$ cat config.mk
export PLATFORM = sky130hd
export DESIGN_NAME = mem_dma_flat
export DESIGN_NICKNAME = d
export VERILOG_FILES = /design/src/rtl/mem_dma_if.sv /design/src/rtl/mem_dma.sv /design/src/flat_wrapper.sv
export SDC_FILE = /design/constraint.sdc
export NUM_CORES = 1
export LEC_CHECK = 0
export CAP_MARGIN = 25
export CORE_MARGIN = 4
export CORE_UTILIZATION = 58
export DETAILED_ROUTE_END_ITERATION = 8
export PLACE_DENSITY = 0.87
export SYNTH_ARGS = -nofsm -noshare
export SYNTH_HDL_FRONTEND = slang
export SYNTH_SLANG_ARGS = --single-unit
$ cat constraint.sdc
create_clock -name clk -period 5.31 [get_ports clk]
set_input_delay 1.062 -clock clk [delete_from_list [all_inputs] [get_ports clk]]
set_output_delay 1.062 -clock clk [all_outputs]
set_load 0.005 [all_outputs]
$ cat src/rtl/mem_dma_if.sv
// mem_dma_if: native PicoRV32-style memory bus bundle.
//
// Handshake: the initiator raises valid together with addr/wdata/wstrb and
// holds all four constant until it samples ready=1 on a rising edge; that
// edge completes the transfer. wstrb=0 means read, in which case rdata is
// valid in the cycle ready=1. The responder drives ready high for exactly
// one cycle per transfer.
//
// Signals: valid, ready, addr[ADDR_W-1:0], wdata[31:0], wstrb[3:0], rdata[31:0]
// Modports: master = initiator side, slave = responder side.
interface mem_dma_if #(
  parameter int ADDR_W = 32
);
  logic              valid;
  logic              ready;
  logic [ADDR_W-1:0] addr;
  logic [31:0]       wdata;
  logic [3:0]        wstrb;
  logic [31:0]       rdata;

  modport master (output valid, addr, wdata, wstrb, input ready, rdata);
  modport slave  (input valid, addr, wdata, wstrb, output ready, rdata);
endinterface

$ cat src/rtl/mem_dma.sv
// mem_dma: word-copy DMA engine.
// Copies LEN 32-bit words from SRC to DST over the memory bus (one read
// beat followed by one write beat per word) and pulses irq_done at the end.
//
// Ports:
//   clk        system clock, rising edge
//   reset      synchronous, active-high
//   cfg        register port (responder): 0x0 SRC, 0x4 DST, 0x8 LEN, 0xC CTRL
//              CTRL write: bit0 START, bit2 DONE (W1C), bit3 ABORT
//              CTRL read : bit1 busy, bit2 done
//   mem        memory bus (initiator)
//   irq_done   one-cycle pulse when a transfer ends (normal or aborted)
//   dbg_state  current FSM state (0 IDLE, 1 RD, 2 WR, 3 FIN)
module mem_dma #(
  parameter int LEN_WIDTH = 16
) (
  input  logic        clk,
  input  logic        reset,
  mem_dma_if.slave    cfg,
  mem_dma_if.master   mem,
  output logic        irq_done,
  output logic [1:0]  dbg_state
);

  typedef enum logic [1:0] {
    ST_IDLE = 2'd0,
    ST_RD   = 2'd1,
    ST_WR   = 2'd2,
    ST_FIN  = 2'd3
  } state_t;

  state_t               state, state_d;
  logic [31:0]          src_q, dst_q;
  logic [LEN_WIDTH-1:0] len_q, cnt_q;
  logic [31:0]          src_cur, dst_cur, buf_q;
  logic                 done_q, abort_pend, cfg_ready_q, mem_valid_q;

  logic        busy, cfg_wr, ctrl_wr, start_req, abort_req, clr_done;
  logic        mem_fire, rd_fire, wr_fire;
  logic [31:0] src_merged, dst_merged, len_merged;
  logic        unused_bits;

  function automatic logic [31:0] merge_bytes(input logic [31:0] old_v,
                                              input logic [31:0] new_v,
                                              input logic [3:0]  strb);
    logic [31:0] r;
    r = old_v;
    for (int i = 0; i < 4; i++) begin
      if (strb[i]) r[8*i +: 8] = new_v[8*i +: 8];
    end
    return r;
  endfunction

  assign busy      = (state == ST_RD) || (state == ST_WR);
  // A write commits on the edge that ends the cycle in which cfg_ready is high.
  assign cfg_wr    = cfg_ready_q && cfg.valid && (cfg.wstrb != 4'h0);
  assign ctrl_wr   = cfg_wr && (cfg.addr[3:2] == 2'd3) && cfg.wstrb[0];
  assign start_req = ctrl_wr && cfg.wdata[0] && !busy;
  assign clr_done  = ctrl_wr && cfg.wdata[2];
  assign abort_req = ctrl_wr && cfg.wdata[3] && busy;

  assign mem_fire  = mem_valid_q && mem.ready;
  assign rd_fire   = mem_fire && (state == ST_RD);
  assign wr_fire   = mem_fire && (state == ST_WR);

  assign src_merged = merge_bytes(src_q, cfg.wdata, cfg.wstrb) & 32'hFFFF_FFFC;
  assign dst_merged = merge_bytes(dst_q, cfg.wdata, cfg.wstrb) & 32'hFFFF_FFFC;
  assign len_merged = merge_bytes({{(32-LEN_WIDTH){1'b0}}, len_q}, cfg.wdata, cfg.wstrb);
  assign unused_bits = ^{cfg.addr[1:0], len_merged[31:LEN_WIDTH]};

  always_comb begin
    state_d = state;
    case (state)
      // FIN has busy=0, so a START landing there is honoured like in IDLE.
      ST_IDLE, ST_FIN: begin
        if (start_req) state_d = (len_q == '0) ? ST_FIN : ST_RD;
        else           state_d = ST_IDLE;
      end
      ST_RD: if (rd_fire) state_d = ST_WR;
      ST_WR: begin
        if (wr_fire) begin
          if ((cnt_q == LEN_WIDTH'(1)) || abort_pend || abort_req) state_d = ST_FIN;
          else                                                      state_d = ST_RD;
        end
      end
      default: state_d = ST_IDLE;
    endcase
  end

  always_ff @(posedge clk) begin
    if (reset) begin
      state       <= ST_IDLE;
      src_q       <= '0;
      dst_q       <= '0;
      len_q       <= '0;
      cnt_q       <= '0;
      src_cur     <= '0;
      dst_cur     <= '0;
      buf_q       <= '0;
      done_q      <= 1'b0;
      abort_pend  <= 1'b0;
      cfg_ready_q <= 1'b0;
      mem_valid_q <= 1'b0;
    end else begin
      state       <= state_d;
      cfg_ready_q <= cfg.valid && !cfg_ready_q;
      // Dropping valid on every completing beat guarantees the one-cycle gap.
      mem_valid_q <= ((state_d == ST_RD) || (state_d == ST_WR)) && !mem_fire;

      if (cfg_wr && !busy) begin
        case (cfg.addr[3:2])
          2'd0:    src_q <= src_merged;
          2'd1:    dst_q <= dst_merged;
          2'd2:    len_q <= len_merged[LEN_WIDTH-1:0];
          default: ;
        endcase
      end

      if (start_req && (len_q != '0)) begin
        src_cur <= src_q;
        dst_cur <= dst_q;
        cnt_q   <= len_q;
      end

      if (start_req)      abort_pend <= 1'b0;
      else if (abort_req) abort_pend <= 1'b1;

      if (state_d == ST_FIN) done_q <= 1'b1;
      else if (clr_done)     done_q <= 1'b0;

      if (rd_fire) buf_q <= mem.rdata;

      if (wr_fire) begin
        src_cur <= src_cur + 32'd4;
        dst_cur <= dst_cur + 32'd4;
        if (cnt_q != '0) cnt_q <= cnt_q - LEN_WIDTH'(1);
      end
    end
  end

  assign cfg.ready = cfg_ready_q;

  always_comb begin
    cfg.rdata = 32'h0;
    if (cfg_ready_q) begin
      case (cfg.addr[3:2])
        2'd0:    cfg.rdata = src_q;
        2'd1:    cfg.rdata = dst_q;
        2'd2:    cfg.rdata = {{(32-LEN_WIDTH){1'b0}}, len_q};
        default: cfg.rdata = {29'h0, done_q, busy, 1'b0};
      endcase
    end
  end

  // Bus fields are zero whenever no request is outstanding.
  assign mem.valid = mem_valid_q;
  assign mem.addr  = !mem_valid_q ? 32'h0 : (state == ST_WR) ? dst_cur : src_cur;
  assign mem.wdata = (mem_valid_q && (state == ST_WR)) ? buf_q : 32'h0;
  assign mem.wstrb = (mem_valid_q && (state == ST_WR)) ? 4'hF : 4'h0;

  assign irq_done  = (state == ST_FIN);
  assign dbg_state = state;

endmodule

$ cat src/flat_wrapper.sv
// flat-port wrapper written by rule: the top's interface ports become plain ports
module mem_dma_flat 
#(
  parameter int LEN_WIDTH = 16
)
  (clk, reset, irq_done, dbg_state, cfg_valid, cfg_addr, cfg_wdata, cfg_wstrb, cfg_ready, cfg_rdata, mem_valid, mem_addr, mem_wdata, mem_wstrb, mem_ready, mem_rdata);
  mem_dma_if #(.ADDR_W(4)) cfg_i ();
  mem_dma_if #(.ADDR_W(32)) mem_i ();
  input  logic clk;
  input  logic reset;
  output logic irq_done;
  output logic [1:0] dbg_state;
  input wire logic [$bits(cfg_i.valid)-1:0] cfg_valid;
  input wire logic [$bits(cfg_i.addr)-1:0] cfg_addr;
  input wire logic [$bits(cfg_i.wdata)-1:0] cfg_wdata;
  input wire logic [$bits(cfg_i.wstrb)-1:0] cfg_wstrb;
  output wire logic [$bits(cfg_i.ready)-1:0] cfg_ready;
  output wire logic [$bits(cfg_i.rdata)-1:0] cfg_rdata;
  output wire logic [$bits(mem_i.valid)-1:0] mem_valid;
  output wire logic [$bits(mem_i.addr)-1:0] mem_addr;
  output wire logic [$bits(mem_i.wdata)-1:0] mem_wdata;
  output wire logic [$bits(mem_i.wstrb)-1:0] mem_wstrb;
  input wire logic [$bits(mem_i.ready)-1:0] mem_ready;
  input wire logic [$bits(mem_i.rdata)-1:0] mem_rdata;
  assign cfg_i.valid = cfg_valid;
  assign cfg_i.addr = cfg_addr;
  assign cfg_i.wdata = cfg_wdata;
  assign cfg_i.wstrb = cfg_wstrb;
  assign cfg_ready = cfg_i.ready;
  assign cfg_rdata = cfg_i.rdata;
  assign mem_valid = mem_i.valid;
  assign mem_addr = mem_i.addr;
  assign mem_wdata = mem_i.wdata;
  assign mem_wstrb = mem_i.wstrb;
  assign mem_i.ready = mem_ready;
  assign mem_i.rdata = mem_rdata;
  mem_dma #(.LEN_WIDTH(LEN_WIDTH)) u_core (.clk(clk), .reset(reset), .cfg(cfg_i), .mem(mem_i), .irq_done(irq_done), .dbg_state(dbg_state));
endmodule
==> results.py, run 1 <==
metrics = {
    "floorplan": {
        "start_util": 0.589,
        "die_h_microns": 140,
        "rows": 48,
        "fp.dieW_microns": 140,
        "die-area_sq_um": 19600,
        "design.core.area_sq_um": 17200,
        "io_pins": 181,
    },
    "logic_synthesis": {
        "synth_largest_area_cell": "dfxtp_1",
        "ys_seq_area_frac": 0.376,
        "netlist_top_cells_count": "dfxtp_1 (190), mux2i_1 (137), nand2_1 (135), nor2_1 (128), a21oi_1 (88)",
        "synth_top_cell_area_share": 0.376,
        "synth_seq_cells": 190,
        "async_reset_ff_frac": 0,
        "synth_edf_count": 0,
        "syn_area_sq_um": 10100,
        "synth.most_common_cell": "dfxtp_1",
        "synth.distinct_cells": 72,
        "syn_inst": 1203,
        "synthTopCellsByArea": "dfxtp_1 (38%), mux2i_1 (14%), nand2_1 (5.0%)",
        "avgSynthCellArea_sq_um": 8.41,
        "synth_warnings": 0,
        "ys.flop_type": "dfxtp_1",
    },
    "timing": {
        "timing.final.crit_share": 0.828,
        "setup_tns_ns": 0,
        "max_freq_mhz": 228,
        "final-max-slew-violation-count": 0,
        "skew_ns": 0.00740,
        "slew_headroom": 0.370,
        "tightestPinTransition_ns": 0.945,
        "setup_violations": 0,
        "finalWorstSetupSlack_ns": 0.915,
        "rsz0062_at_grt": "no",
        "hold_ws_ns": 0.449,
        "hold_violations": 0,
        "finalCriticalPeriod_ns": 4.39,
    },
    "clocking": {
        "clkSinkCount": 190,
        "cts_max_level": 4,
        "cts_made_buffers": 17,
        "cts-root-buf": "clkbuf_16",
        "cts_setup_buffers": 0,
        "cts_tree": "built",
        "cts_hold_buf": 0,
        "clockBufferDepth": 2,
        "clk_latency_ns": 0.43,
        "cts-resized-gates": 0,
        "clk_pin_slew_ns": 0.06,
    },
    "global_routing": {
        "grt_pass1_wl_microns": 47400,
        "grt_max_degree": 101,
        "first_global_vias": 9228,
        "grt_usage": 0.292,
        "antenna_found_initial": 0,
        "grt_overflow": 0,
    },
    "setup_path": {
        "cpMostUsedCell": "clkdlybuf4s50_1",
        "crit_cells": 6,
        "r2r_cells": 8,
        "crit_chain": "clkdlybuf4s50_1 > nor2b_1 > nand2_1 > o21ai_0 > and2_1 > clkdlybuf4s50_1",
        "max_stage_delay_ns": 0.75,
        "timing.rr.start": "u_core.dbg_state[0]",
        "critPathCaptureType": "output pin",
        "crit_fanout": 13,
        "cp_slowest_cell": "nor2b_1",
        "arrival_ns": 3.33,
        "required_ns": 4.25,
        "regToRegSetupSlack_ns": 1.92,
        "cp-start-kind": "input pin",
        "critPathKind": "input pin to output pin",
        "regToRegEndpoint": "u_core.src_cur[18]",
        "cp_num_buf_inv": 2,
        "cp_top_family": "buffers and inverters",
    },
    "placement": {
        "gp_congestion": 0.945,
        "io_buffers": 176,
        "hpwlAfterDp_microns": 20200,
        "post-place-ws_ns": 0.922,
        "dpl.cell_count": 1530,
        "placed_area_sq_um": 11900,
    },
    "power": {
        "ir_drop_uv": 240,
        "p_per_area_nw_per_um2": 230,
        "p_leak_nw": 4.20,
    },
    "finish": {
        "fin_cells": 1565,
        "fin_area_sq_um": 12500,
        "synthToLayoutAreaGrowth_pct": 24.1,
        "antenna_cells": 0,
        "nets": 1412,
        "drive_above_1_share": 0.0672,
    },
    "drt": {
        "drt_first_pass_iters": 5,
        "via_count": 9700,
        "drt-initial-drc-count": 1031,
        "route.detailed.drc": 0,
        "drtAntennaViolNets": 0,
        "vias_per_cell": 6.20,
        "drt-total-wl_microns": 29300,
        "wl_per_cell_microns": 18.7,
    },
    "outcome": {
        "status": "finished clean",
    },
    "flow_run": {
        "cap_viol_max_count": 0,
    },
    "hold_path": {
        "worstHoldStart": "u_core.buf_q[30]",
        "holdPathStages": 2,
        "hp-class": "flip-flop to flip-flop",
        "hold_end": "u_core.buf_q[30]",
    },
}
state kept, by name, summed over array words and instances, names as in the netlist:
signal and count:
u_core.buf_q 32, u_core.dst_cur 30, u_core.dst_q 30, u_core.src_cur 30, u_core.src_q 30, u_core.cnt_q 16, u_core.len_q 16, u_core.dbg_state 2
u_core.abort_pend 1, u_core.cfg.ready 1, u_core.done_q 1, u_core.mem.valid 1
placed cells by master, fill, tap and decap left out, types with 17 or more instances in the layout:
cell and count:
clkbuf_16 17, nor3_1 20, nor2_1 128, nand4_1 19
a21oi_1 88, a31oi_1 22, nand3_1 46, a2bb2oi_1 20
o21ai_0 24, nor2b_1 35, and3_1 45, mux2i_1 137
and2_1 20, dfxtp_1 189, clkdlybuf4s50_1 174, nand2_1 135
stage by stage:
| step | total power, mW | utilization |
|---|---|---|
| 6_report | 2.89 | 0.731 |
| 5_1_grt | 2.96 | 0.731 |
| 4_1_cts | 2.89 | 0.726 |
| 3_5_place_dp | 1.61 | 0.691 |
| 3_3_place_gp | 1.61 | 0.689 |
| 2_1_floorplan | 1.53 | - |
metal layers:
layer	global-route usage	part of all wire
met1	0.386	0.41
met4	0.107	0.030
met5	0	0
met3	0.0642	0.083
met2	0.470	0.48
report_power, final:
group	switching, mW	internal [mW]
registers	0.00647	1.43
clock network	0.566	0.743
logic	0.0738	0.0713
total	0.647	2.24
worst max path at each step:
stage	start	endpoint
floorplan	cfg_addr[2]	cfg_rdata[16]
global placement	cfg_addr[3]	cfg_rdata[23]
detailed placement	cfg_addr[3]	cfg_rdata[11]
CTS	cfg_addr[3]	cfg_rdata[11]
global route	cfg_addr[3]	cfg_rdata[11]
finish	cfg_addr[3]	cfg_rdata[11]
layout make-up:
class                           instances  area [sq um]
Timing Repair Buffer                  187          1930
Sequential cell                       190          3800
Tap cell                              225           282
Inverter                               14          52.6
Multi-Input combinational cell        917          5880
Fill cell                            1367          4630
Clock buffer                           19           433
Clock inverter                         13           165
worst reg2reg max path: stages (launching register included):
cell     delay [ns]
dfxtp_1        0.37
inv_1          0.09
ha_2           0.57
buf_16         0.26
nand3_4        0.49
nor4_4         0.77
nand2_1        0.26
or3_1          0.36
a31oi_1        0.16
cells by family after synthesis:
logic type                 count (synthesis)  synth area share
and+or+nand+nor                          545             0.289
AOI/OAI and AO/OA                        221             0.141
DFF                                      190             0.376
muxes                                    138             0.138
buffers and inverters                     97            0.0429
adders and majority gates                  9            0.0111
xor gates and xnor gates                   2           0.00173
other                                      1          0.000371
Power figures use the tool's default switching activity.
==> inputs of run 2 (changes only) <==
--- a/config.mk
+++ b/config.mk
@@ -7,9 +7,9 @@
 export LEC_CHECK = 0
 export CAP_MARGIN = 25
 export CORE_MARGIN = 4
-export CORE_UTILIZATION = 58
+export CORE_UTILIZATION = 53
 export DETAILED_ROUTE_END_ITERATION = 8
-export PLACE_DENSITY = 0.87
+export PLACE_DENSITY = 0.8
 export SYNTH_ARGS = -nofsm -noshare
 export SYNTH_HDL_FRONTEND = slang
 export SYNTH_SLANG_ARGS = --single-unit
==> constraint.sdc (replaced) <==
create_clock -name clk -period 4.4 [get_ports clk]
set_input_delay 0.88 -clock clk [delete_from_list [all_inputs] [get_ports clk]]
set_output_delay 0.88 -clock clk [all_outputs]
set_load 0.005 [all_outputs]
==> run 2 against run 1 <==
Against the previous run: clock skew increased by 0.00095 ns; largest power group unchanged; wire length increased by 1.7%; count of clock-buffer cells in the layout fell by 2.
==> results.py, run 2 (synthesized netlist as in run 1, its figures left out) <==
metrics = {
    "outcome": {
        "status": "finished clean",
    },
    "clocking": {
        "cts_setup_buffers": 0,
        "cts-resized-gates": 0,
        "cts_max_level": 4,
        "cts_made_buffers": 17,
        "cts_tree": "built",
        "cts-root-buf": "clkbuf_16",
        "clockBufferDepth": 2,
        "cts_hold_buf": 0,
        "clk_pin_slew_ns": 0.07,
        "clkSinkCount": 190,
        "clk_latency_ns": 0.44,
    },
    "timing": {
        "setup_violations": 0,
        "rsz0062_at_grt": "no",
        "skew_ns": 0.00835,
        "final-max-slew-violation-count": 0,
        "finalWorstSetupSlack_ns": 0.717,
        "max_freq_mhz": 272,
        "setup_tns_ns": 0,
        "slew_headroom": 0.414,
        "tightestPinTransition_ns": 0.879,
        "hold_violations": 0,
        "timing.final.crit_share": 0.837,
        "finalCriticalPeriod_ns": 3.68,
    },
    "setup_path": {
        "required_ns": 3.52,
        "max_stage_delay_ns": 0.57,
        "critPathCaptureType": "output pin",
        "critPathKind": "flip-flop to output pin",
        "crit_fanout": 19,
        "cp_top_family": "buffers and inverters",
        "cp_slowest_cell": "ha_2",
        "cp_num_buf_inv": 3,
        "regToRegSetupSlack_ns": 1.43,
        "arrival_ns": 2.80,
        "cp-start-kind": "flip-flop",
        "crit_chain": "inv_1 > ha_2 > buf_4 > mux2i_1 > nor2b_1 > clkdlybuf4s50_1",
    },
    "finish": {
        "fin_cells": 1583,
        "drive_above_1_share": 0.0749,
        "largest_reg_flops": 32,
        "synthToLayoutAreaGrowth_pct": 24.1,
        "nets": 1421,
        "mostFrequentLayoutCells": "dfxtp_1 (189), clkdlybuf4s50_1 (174), mux2i_1 (137), nand2_1 (135), nor2_1 (128)",
        "antenna_cells": 0,
        "post-route-util": 0.671,
        "largest_register": "u_core.buf_q",
        "layout_commonest_cell": "dfxtp_1",
    },
    "drt": {
        "route.detailed.drc": 0,
        "vias_per_cell": 6.08,
        "wl_per_cell_microns": 18.8,
        "drtAntennaViolNets": 0,
        "via_count": 9629,
        "drt_first_pass_iters": 5,
        "drt-initial-drc-count": 835,
        "drt-total-wl_microns": 29800,
    },
    "hold_path": {
        "hp-class": "flip-flop to flip-flop",
    },
    "floorplan": {
        "rows": 50,
        "design.core.area_sq_um": 18700,
        "die_h_microns": 146,
        "fp.dieW_microns": 146,
        "die-area_sq_um": 21400,
        "start_util": 0.541,
        "io_pins": 181,
    },
    "placement": {
        "dpl.cell_count": 1551,
        "post-place-ws_ns": 0.792,
        "gp_congestion": 0.903,
        "hpwlAfterDp_microns": 21000,
        "io_buffers": 176,
    },
    "global_routing": {
        "grt_overflow": 0,
        "grt_pass1_wl_microns": 47600,
        "first_global_vias": 9068,
        "grt_max_degree": 79,
        "grt_usage": 0.269,
        "antenna_found_initial": 0,
    },
    "power": {
        "p_leak_nw": 4.23,
        "power_mw": 3.51,
        "p_per_area_nw_per_um2": 280,
        "ir_drop_uv": 257,
    },
    "flow_run": {
        "cap_viol_max_count": 0,
    },
}
==> run 2: path summary, 6_finish.rpt <==
path,cells past startpoint,startpoint,end
worst min-delay path,2,u_core.buf_q[24],u_core.buf_q[24]
worst max register to register,8,u_core.dbg_state[0],u_core.cnt_q[9]
worst max-delay path,6,u_core.dbg_state[0],mem_addr[31]
worst min register to register,2,u_core.buf_q[24],u_core.buf_q[24]
==> run 2: where the power goes <==
part           internal [mW]  total (mW)  switching, mW
clock network          0.860        1.60          0.745
logic                 0.0863       0.176         0.0901
registers               1.72        1.73        0.00785
==> run 2: cell type report <==
cell class                      instances  area (sq um)
Clock buffer                           17           425
Multi-Input combinational cell        917          5880
Tap cell                              234           293
Fill cell                            1580          6160
Sequential cell                       190          3800
Inverter                               14          52.6
Clock inverter                         15           174
Timing Repair Buffer                  196          1920
==> run 2: worst register-to-register path, stage by stage (launching register included) <==
cell and delay, ns:
dfxtp_1 0.46, inv_1 0.08, ha_2 0.39, buf_4 0.33, and3_1 0.23, buf_4 0.21, a211oi_2 0.73, or2b_1 0.30
o211a_1 0.13
==> run 2: per-layer routing <==
metal	routed length (microns)	share of wire	GRT usage
met1	12700	0.43	0.352
met2	14100	0.47	0.444
met3	2270	0.076	0.0577
met4	742	0.025	0.0903
met5	0	0	0
==> run 2: per-stage QoR <==
step	cell area [sq um]	hold WS, ns
after detailed placement	11900	0.442
after global placement	11900	0.437
after CTS	12500	0.452
after floorplan	10100	0.432
after global routing	12500	0.467
final	12500	0.449
==> inputs of run 3 (changes only) <==
--- a/config.mk
+++ b/config.mk
@@ -7,9 +7,9 @@
 export LEC_CHECK = 0
 export CAP_MARGIN = 25
 export CORE_MARGIN = 4
-export CORE_UTILIZATION = 53
+export CORE_UTILIZATION = 48
 export DETAILED_ROUTE_END_ITERATION = 8
-export PLACE_DENSITY = 0.8
+export PLACE_DENSITY = 0.77
 export SYNTH_ARGS = -nofsm -noshare
 export SYNTH_HDL_FRONTEND = slang
 export SYNTH_SLANG_ARGS = --single-unit
==> constraint.sdc (replaced) <==
create_clock -name clk -period 3 [get_ports clk]
set_input_delay 0.6 -clock clk [delete_from_list [all_inputs] [get_ports clk]]
set_output_delay 0.6 -clock clk [all_outputs]
set_load 0.005 [all_outputs]
==> run 3 against run 2 <==
Against the previous run: global-route usage shrank 2.1 points; sequential share of layout area shrank 0.69 points; count of clock-buffer cells in the layout grew 4; sequential power grew 47%; register-to-register slack lost 1.0 ns; combinational power grew 56%; die area grew 9.8%; core utilization shrank 4.4 points; critical path depth shrank 1; final cell count grew 3.9%; first-iteration DRC count grew 12%; critical endpoint is now mem_addr[4]; largest cell class unchanged; largest power group unchanged.
==> results.py, run 3 (synthesized netlist as in run 1, its figures left out) <==
metrics = {
    "setup_path": {
        "regToRegEndpoint": "u_core.dst_cur[13]",
        "cp_top_family": "buffers and inverters",
        "critPathKind": "flip-flop to output pin",
        "cp-start-kind": "flip-flop",
        "cp_num_buf_inv": 2,
        "required_ns": 2.40,
        "max_stage_delay_ns": 0.55,
        "cp_slowest_cell": "clkdlybuf4s50_1",
        "crit_fanout": 34,
        "arrival_ns": 2.28,
        "crit_chain": "ha_2 > buf_12 > mux2i_1 > nor2b_1 > clkdlybuf4s50_1",
        "r2r_cells": 6,
        "crit_cells": 5,
        "critPathCaptureType": "output pin",
        "regToRegSetupSlack_ns": 0.43,
        "timing.rr.start": "u_core.len_q[7]",
    },
    "floorplan": {
        "io_pins": 181,
        "fp.dieW_microns": 153,
        "die_h_microns": 153,
        "die-area_sq_um": 23500,
        "start_util": 0.493,
        "rows": 52,
        "design.core.area_sq_um": 20500,
    },
    "finish": {
        "fin_cells": 1645,
        "fin_area_sq_um": 12800,
        "largest_register": "u_core.buf_q",
        "mostFrequentLayoutCells": "dfxtp_1 (188), clkdlybuf4s50_1 (173), mux2i_1 (137), nand2_1 (135), nor2_1 (128)",
        "largest_reg_flops": 32,
        "synthToLayoutAreaGrowth_pct": 27.0,
        "nets": 1447,
        "drive_above_1_share": 0.0924,
        "layout_commonest_cell": "dfxtp_1",
        "post-route-util": 0.627,
        "antenna_cells": 0,
    },
    "placement": {
        "dpl.cell_count": 1613,
        "gp_congestion": 0.868,
        "io_buffers": 176,
        "post-place-ws_ns": 0.0413,
        "placed_area_sq_um": 12200,
        "hpwlAfterDp_microns": 21600,
    },
    "timing": {
        "hold_ws_ns": 0.450,
        "rsz0062_at_grt": "no",
        "setup_violations": 0,
        "max_freq_mhz": 347,
        "tightestPinTransition_ns": 0.670,
        "final-max-slew-violation-count": 0,
        "hold_violations": 0,
        "finalWorstSetupSlack_ns": 0.122,
        "finalCriticalPeriod_ns": 2.88,
        "skew_ns": 0.0107,
        "setup_tns_ns": 0,
        "slew_headroom": 0.551,
        "timing.final.crit_share": 0.959,
    },
    "drt": {
        "via_count": 9731,
        "wl_per_cell_microns": 18.5,
        "vias_per_cell": 5.92,
        "drtAntennaViolNets": 0,
        "route.detailed.drc": 0,
        "drt-initial-drc-count": 936,
        "drt_first_pass_iters": 5,
        "drt-total-wl_microns": 30400,
    },
    "global_routing": {
        "grt_overflow": 0,
        "antenna_found_initial": 0,
        "first_global_vias": 9197,
        "grt_pass1_wl_microns": 48200,
        "grt_max_degree": 74,
        "grt_usage": 0.249,
    },
    "clocking": {
        "cts_tree": "built",
        "cts_max_level": 4,
        "cts_made_buffers": 17,
        "cts-resized-gates": 0,
        "clk_pin_slew_ns": 0.07,
        "cts_setup_buffers": 0,
        "cts_hold_buf": 0,
        "clk_latency_ns": 0.43,
        "clkSinkCount": 190,
        "cts-root-buf": "clkbuf_16",
        "clockBufferDepth": 2,
    },
    "flow_run": {
        "cap_viol_max_count": 0,
    },
    "power": {
        "p_per_area_nw_per_um2": 397,
        "power_mw": 5.10,
        "ir_drop_uv": 372,
        "p_leak_nw": 4.38,
    },
    "hold_path": {
        "hp-class": "flip-flop to flip-flop",
        "hold_end": "u_core.buf_q[20]",
        "worstHoldStart": "u_core.buf_q[20]",
        "holdPathStages": 2,
    },
    "outcome": {
        "status": "finished clean",
    },
}
-- run 3: changes by cell type in the layout (fill, tap and decap cells not counted), moves of 3 or more --
cell | before | now
inv_6 | 7 | 2
buf_12 | 1 | 5
buf_4 | 20 | 41
clkinv_4 | 2 | 5
-- run 3: how the worst max path moves through the flow --
stage / from / slack, ns / end
CTS: cfg_addr[3] / 0.02 / cfg_rdata[15]
global placement: cfg_addr[3] / 0.06 / cfg_rdata[8]
detailed placement: cfg_addr[3] / 0.04 / cfg_rdata[15]
global route: u_core.dbg_state[1] / 0.04 / mem_addr[7]
finish: u_core.dbg_state[1] / 0.12 / mem_addr[4]
floorplan: u_core.dbg_state[0] / 0.76 / mem_addr[24]
-- run 3: tightest hold or removal path, stage by stage, from the launching register on --
cell     delay (ns)
dfxtp_1        0.30
nand2_1        0.05
a21oi_1        0.05
-- run 3: cell type report --
cell class	count	area (sq um)
fill	1821	7650
multi-input combinational	917	5880
clock buffer	21	460
tap	270	338
inverter	14	52.6
timing repair buffer	222	2170
sequential	190	3810
clock inverter	11	134
-- run 3: layer usage --
metal  GRT usage  vias to the layer above  routed length (microns)
met5           0                        -                        0
met4      0.0819                        0                      808
met3      0.0433                       56                     2120
met2       0.406                      430                    14200
met1       0.335                     4600                    13300
li1            -                     4645                        -
-- run 3: power by group --
part | switching (mW) | leakage (nW) | internal, mW
Sequential | 0.00831 | 1.53 | 2.53
Combinational | 0.139 | 2.56 | 0.137
Clock | 1.00 | 0.288 | 1.28
Total | 1.15 | 4.38 | 3.95
